File: config.mk
export PLATFORM = sky130hd
export DESIGN_NAME = clock_gen_divider
export DESIGN_NICKNAME = d
export VERILOG_FILES = /design/src/rtl/clock_gen_divider.sv
export SDC_FILE = /design/constraint.sdc
export NUM_CORES = 1
export LEC_CHECK = 0
export BUFFER_PORTS_ARGS = -buffer_cell sky130_fd_sc_hd__buf_2
export CAP_MARGIN = 20
export CORE_MARGIN = 1.5
export CORE_UTILIZATION = 55
export DETAILED_ROUTE_END_ITERATION = 6
export GPL_TIMING_DRIVEN = 0
export MAX_ROUTING_LAYER = met4
export PLACE_DENSITY = 0.71
export SYNTH_ARGS = -nofsm -noshare
export SYNTH_HDL_FRONTEND = slang
export SYNTH_SLANG_ARGS = --single-unit
export TNS_END_PERCENT = 20
File: constraint.sdc
create_clock -name clock_in -period 4.15 [get_ports clock_in]
set_input_delay 0.83 -clock clock_in [delete_from_list [all_inputs] [get_ports clock_in]]
set_output_delay 0.83 -clock clock_in [all_outputs]
set_load 0.02 [all_outputs]
File: src/rtl/clock_gen_divider.sv
// Two registered clock dividers sharing one source clock, restart and reset state.
// Both outputs rise together on the first enabled edge, which keeps them phase-aligned.
module clock_gen_divider #(
    parameter logic [27:0] DIV_A = 28'd4,
    parameter logic [27:0] DIV_B = 28'd2
) (
    input  logic clock_in,
    input  logic rst,
    input  logic enable,
    output logic clock_out,
    output logic clock_out_b
);

    logic [1:0] out_vec;

    generate
        for (genvar gi = 0; gi < 2; gi++) begin : g_div
            localparam logic [27:0] RAW  = (gi == 0) ? DIV_A : DIV_B;
            // Ratios below 2 cannot produce a toggling clock, so they run as /2.
            localparam logic [27:0] DIV  = (RAW < 28'd2) ? 28'd2 : RAW;
            localparam logic [27:0] LAST = DIV - 28'd1;
            localparam logic [27:0] HALF = DIV >> 1;

            logic [27:0] cnt_q;
            logic [27:0] cnt_d;
            logic        out_q;
            logic        out_d;

            always_comb begin
                cnt_d = (cnt_q == LAST) ? 28'd0 : cnt_q + 28'd1;
                out_d = (cnt_d < HALF);
            end

            // Parking the counter at LAST makes the next enabled edge wrap to 0 and go high.
            always_ff @(posedge clock_in or negedge rst) begin
                if (!rst) begin
                    cnt_q <= LAST;
                    out_q <= 1'b0;
                end else if (!enable) begin
                    cnt_q <= LAST;
                    out_q <= 1'b0;
                end else begin
                    cnt_q <= cnt_d;
                    out_q <= out_d;
                end
            end

            assign out_vec[gi] = out_q;
        end
    endgenerate

    assign clock_out   = out_vec[0];
    assign clock_out_b = out_vec[1];

endmodule

# After elaboration in Yosys (flattened, before gate mapping)
# Index checks and enable logic that the tools add are counted.
[classes]
n_bitwise = 0
reduce_logical = 0
order_cmp = 2
n_eq_ne = 2
multipliers = 0
div = 0
shifts = 0
add_sub_neg = 2
mux = 6
[ops]
columns = ["op", "n"]
rows = [
  ["$mux 28", 4],
  ["$add 28x1->28 const B", 2],
  ["$eq 28x1->1 const B", 1],
  ["$eq 28x2->1 const B", 1],
  ["$lt 28x1->1 const B", 1],
  ["$lt 28x2->1 const B", 1],
  ["$mux 1", 2],
]
[word_totals]
mem_bits_rw = 0
latchBits = 0
wordCells = 16
inputBits = 3
memories = 0
rom_bits = 0
regBits = 58

# Depth between registers and ports, before layout
[logic_depth]
word_depth = 4
depth_mapped = 9

# Worst setup path after synthesis
# No wires, ideal clock.
[synth_timing]
path_type = "register -> register"
startpoint = "register g_div[0].cnt_q[0]"
endpoint = "register g_div[0].out_q, in the netlist clock_out"
setup_slack_ns = 1.561
required_ns = 4.055
arrival_time_ns = 2.494
path_buffers = 1
stages_incl_launch_ff = 10
cell_sequence = "dfstp_2 > ha_1 > buf_2 > nand4_4 > nor4_1 > mux2i_1 > a22oi_1 > a2111oi_2 > o21ai_1 > nor4b_2"
[synth_between]
elab_chain_cells = 4
elab_cells_between_ends = 5
[synth_rtl]
columns = ["item", "line", "text"]
rows = [
  ["from (decl)", "24", "logic [27:0] cnt_q;"],
  ["from (signal assigned)", "43", "cnt_q <= cnt_d;"],
  ["$add 28x1->28 or $eq 28x2->1 (tied branches)", "30", "cnt_d = (cnt_q == LAST) ? 28'd0 : cnt_q + 28'd1;"],
  ["$mux 28 (*)", "30", ""],
  ["$lt 28x2->1 (*)", "31", "out_d = (cnt_d < HALF);"],
  ["$mux 1 (*)", "39", "end else if (!enable) begin"],
  ["to (signal assigned)", "44", "out_q <= out_d;"],
  ["to (decl)", "26", "logic out_q;"],
]
# Every way passes the cells marked *; elsewhere a longest branch is shown, timed or not.

# Worst setup path in the final report
# Same ends and word-level chain as after synthesis.

==> flow_results.xml <==
<?xml version="1.0" encoding="UTF-8"?>
<metrics>
  <group name="yosys">
    <metric name="synth-main-ff-cell" unit="">dfrtp_1</metric>
    <metric name="synth_mux_area_share" unit="%">2.561</metric>
    <metric name="combinational_family_with_the_most_area_after_synthesis" unit="">simple AND/OR/NAND/NOR gates</metric>
    <metric name="synth_enable_flop_cells" unit="">0</metric>
    <metric name="post_synth_fa_ha_maj_area_fraction" unit="%">1.025</metric>
    <metric name="post_synth_num_cell_types" unit="">58</metric>
    <metric name="synthDominantAreaCellType" unit="">dfrtp_1</metric>
    <metric name="netlist_area_before_placement" unit="sq mm">0.003664</metric>
    <metric name="synth_seq_area_share" unit="%">39.72</metric>
    <metric name="post_synth.cell_area_avg" unit="sq um">8.914</metric>
    <metric name="async_flop_share" unit="%">100.0</metric>
    <metric name="synth_top_cells_by_count" unit="">nor2_1 (67), dfrtp_1 (55), nand2_1 (33), xnor2_1 (30), nand3_1 (27)</metric>
    <metric name="synth_warnings" unit="">0</metric>
    <metric name="syn_nets" unit="">417</metric>
    <metric name="synthDominantCellAreaShare" unit="%">37.57</metric>
    <metric name="post_synth_main_area_contributors" unit="">dfrtp_1 (38%), xnor2_1 (7.2%), nor2_1 (6.9%), xor2_1 (6.0%), nand3_1 (3.7%)</metric>
    <metric name="synthSimpleGateAreaFrac" unit="%">31.66</metric>
    <metric name="synthMostInstantiatedCell" unit="">nor2_1</metric>
    <metric name="synthXorXnorAreaFrac" unit="%">13.15</metric>
    <metric name="post_synth_inst_count" unit="">411</metric>
    <metric name="synth_compound_gate_area_share" unit="%">6.523</metric>
    <metric name="synth-seq-cells" unit="">58</metric>
  </group>
  <group name="global_routing">
    <metric name="first_global_vias" unit="">2949</metric>
    <metric name="grt_overflow" unit="">0</metric>
    <metric name="track_usage" unit="%">24.62</metric>
    <metric name="maximum_number_of_pins_on_one_net_before_global_route_repair" unit="">39</metric>
    <metric name="grt_antenna_before_repair" unit="">0</metric>
    <metric name="first_pass_grt_wire_length" unit="um">13570</metric>
  </group>
  <group name="placed_design">
    <metric name="io_buffers" unit="">3</metric>
    <metric name="detailedPlace.worstSlack" unit="ns">1.238</metric>
    <metric name="numPlacedInstances" unit="">492</metric>
    <metric name="gp_congestion" unit="">0.9289</metric>
    <metric name="detailedPlacementHpwl" unit="um">5604</metric>
  </group>
  <group name="clock_tree">
    <metric name="cts-hold-fix-buffers" unit="">0</metric>
    <metric name="clock_tree_from_tritoncts" unit="">done</metric>
    <metric name="cts_htree_levels" unit="">3</metric>
    <metric name="cts_sinks" unit="">58</metric>
    <metric name="gates_resized_cts_repair" unit="">0</metric>
    <metric name="cts_inserted_buffers" unit="">9</metric>
    <metric name="clock-root-buffer" unit="">clkbuf_8</metric>
    <metric name="cts.reportedPaths.clkPinSlew" unit="ns">0.07</metric>
    <metric name="clkLatencyLatePin" unit="ns">0.34</metric>
    <metric name="clock_path_buffers" unit="">2</metric>
    <metric name="post-cts-setup-buffer-count" unit="">0</metric>
  </group>
  <group name="flow_run">
    <metric name="timing.max_cap.violations" unit="">0</metric>
  </group>
  <group name="worst_setup_path">
    <metric name="startpoint_type" unit="">flop</metric>
    <metric name="kind_of_critical_path" unit="">flop to flop</metric>
    <metric name="worst-endpoint-required" unit="ns">4.40</metric>
    <metric name="path_max_fanout" unit="">9</metric>
    <metric name="worst_ep_arrival_time" unit="ns">3.21</metric>
    <metric name="crit_path_end_kind" unit="">flop</metric>
  </group>
  <group name="route">
    <metric name="first_iter_violations" unit="">106</metric>
    <metric name="detail-route-antenna-nets" unit="">0</metric>
    <metric name="via_count" unit="">2924</metric>
    <metric name="avgViaCountPerCell" unit="">5.756</metric>
    <metric name="average_wire_length_per_cell_after_detail_routing" unit="um">15.30</metric>
    <metric name="post-route-drc-count" unit="">0</metric>
    <metric name="wl" unit="um">7774</metric>
    <metric name="detail_route.first_pass.iterations" unit="">4</metric>
  </group>
  <group name="floorplan">
    <metric name="rows" unit="">29</metric>
    <metric name="floorplan.io_pins" unit="">5</metric>
    <metric name="initial_core_util" unit="%">57.37</metric>
    <metric name="die_height" unit="um">84.62</metric>
    <metric name="placeableCoreArea" unit="sq mm">0.006386</metric>
    <metric name="floorplan.die_area" unit="sq mm">0.007160</metric>
    <metric name="die_width" unit="um">84.62</metric>
  </group>
  <group name="outcome">
    <metric name="outcome" unit="">completed</metric>
  </group>
  <group name="cells_and_area">
    <metric name="final-instance-count-excl-fill" unit="">508</metric>
    <metric name="antenna-diode-count" unit="">0</metric>
    <metric name="areaGrowthSynthToFinish" unit="%">10.48</metric>
    <metric name="layout.nets" unit="">432</metric>
    <metric name="drive_gt1_share" unit="%">12.76</metric>
  </group>
  <group name="hold_path">
    <metric name="hp-class" unit="">input pin to asynchronous set/reset pin</metric>
  </group>
  <group name="power_and_ir_drop">
    <metric name="powerDensity" unit="mW/mm^2">351.9</metric>
    <metric name="worst_ir_drop_vdd" unit="uV">311.8</metric>
    <metric name="p_leak" unit="nW">1.702</metric>
  </group>
  <group name="sta">
    <metric name="timing.final.setup_violations" unit="">0</metric>
    <metric name="setup_ws" unit="ns">1.193</metric>
    <metric name="grt_setup_unrepaired" unit="">no</metric>
    <metric name="finalClockSkew" unit="ns">0.007480</metric>
    <metric name="timing.final.crit_period" unit="ns">2.957</metric>
    <metric name="setup_tns" unit="ns">0</metric>
    <metric name="timing.final.crit_share" unit="%">71.25</metric>
    <metric name="fmaxAchievable" unit="MHz">338.2</metric>
    <metric name="worst_pin_slew" unit="ns">0.7713</metric>
    <metric name="slew_headroom" unit="%">48.11</metric>
    <metric name="hold_viol_final" unit="">0</metric>
    <metric name="maxSlewViolCount" unit="">0</metric>
  </group>
</metrics>
metrics by stage:
step | total power [mW] | hold slack, ns | area (sq um) | util, %
after detailed placement | 0.7709 | 0.5917 | 3795 | 59.42
after global routing | 1.486 | 0.4712 | 4048 | 63.38
final | 1.425 | 0.4440 | 4048 | 63.38
after CTS | 1.442 | 0.4517 | 4048 | 63.38
after floorplan | 0.7199 | 0.5344 | 3664 | -
after global placement | 0.7644 | 0.5608 | 3775 | 59.11
cell type report:
type,instances,area [sq um]
buffer,25,158.9
fill,554,2338
sequential,58,1455
multi-input combinational,318,2012
tap,77,96.34
clock buffer,12,155.1
timing repair buffer,4,35.03
inverter,10,37.54
clock inverter,4,97.59
routing by layer:
metal  global-route usage, %  part of all wire, %  vias to the layer above
met1                   28.91                   44                     1386
met4                   13.78                  3.2                        0
li1                        -                    -                     1460
met3                   4.031                  2.7                       24
met5                       -                    0                        -
met2                   40.12                   50                       54
final timing paths:
| check | startpoint | end | slack (ns) | depth (start not counted) |
|---|---|---|---|---|
| worst max-delay path | g_div[0].cnt_q[0]$_DFF_PN1_ | clock_out$_DFF_PN0_ | 1.19 | 9 |
| worst max register to register | g_div[0].cnt_q[0]$_DFF_PN1_ | clock_out$_DFF_PN0_ | 1.19 | 9 |
| min in group clock_in | g_div[0].cnt_q[0]$_DFF_PN1_ | g_div[0].cnt_q[0]$_DFF_PN1_ | 0.61 | 1 |
| max in group asynchronous | rst | g_div[1].cnt_q[0]$_DFF_PN1_ | 3.07 | 2 |
| worst min-delay path | rst | g_div[0].cnt_q[11]$_DFF_PN0_ | 0.44 | 1 |
| worst min register to register | g_div[0].cnt_q[0]$_DFF_PN1_ | g_div[0].cnt_q[0]$_DFF_PN1_ | 0.61 | 1 |
cell families after synthesis:
family | count (synthesis)
fa+ha+maj | 3
xor+xnor | 55
flops | 58
mux | 9
buf+inv | 35
compound gates | 36
simple gates | 215
sequential cells by signal (all words and copies together), names as in the netlist:
name	count
g_div.cnt_q	56
clock_out	1
clock_out_b	1
power by group:
part	leakage, nW	internal [mW]	switching (mW)	total (mW)
Sequential	0.797	0.587	0.00921	0.596
Combinational	0.783	0.0603	0.103	0.164
Clock	0.123	0.432	0.233	0.665
critical path, cell delays in order, from the launching register on:
cell and delay (ns):
dfstp_2 0.55, ha_1 0.14, buf_2 0.18, nand4_4 0.21, nor4_1 0.73, mux2i_1 0.26, a22oi_1 0.12, a2111oi_2 0.26
o21ai_1 0.14, nor4b_2 0.27
cell usage in the layout (no fill, tap or decap), types with 2 or more instances in the layout:
master     instances
a21oi_1            7
and2_1             5
and2b_1            2
and3_1            12
buf_1              3
buf_2              6
buf_4              2
buf_6              7
bufinv_16          3
clkbuf_1          10
clkbuf_8          11
dfrtp_1           55
dfstp_2            3
ha_1               3
inv_1             10
mux2_2             3
mux2i_1            6
nand2_1           33
nand2b_1           3
nand3_1           27
nand3b_1           2
nand4_1           18
nand4_4            2
nor2_1            67
nor3_1             4
nor4_1            15
nor4b_1            3
o21ai_0           13
o21ai_1            3
o22ai_1            2
or2_2              3
or3_1              5
xnor2_1           30
xor2_1            25
(Power assumes the default switching activity.)
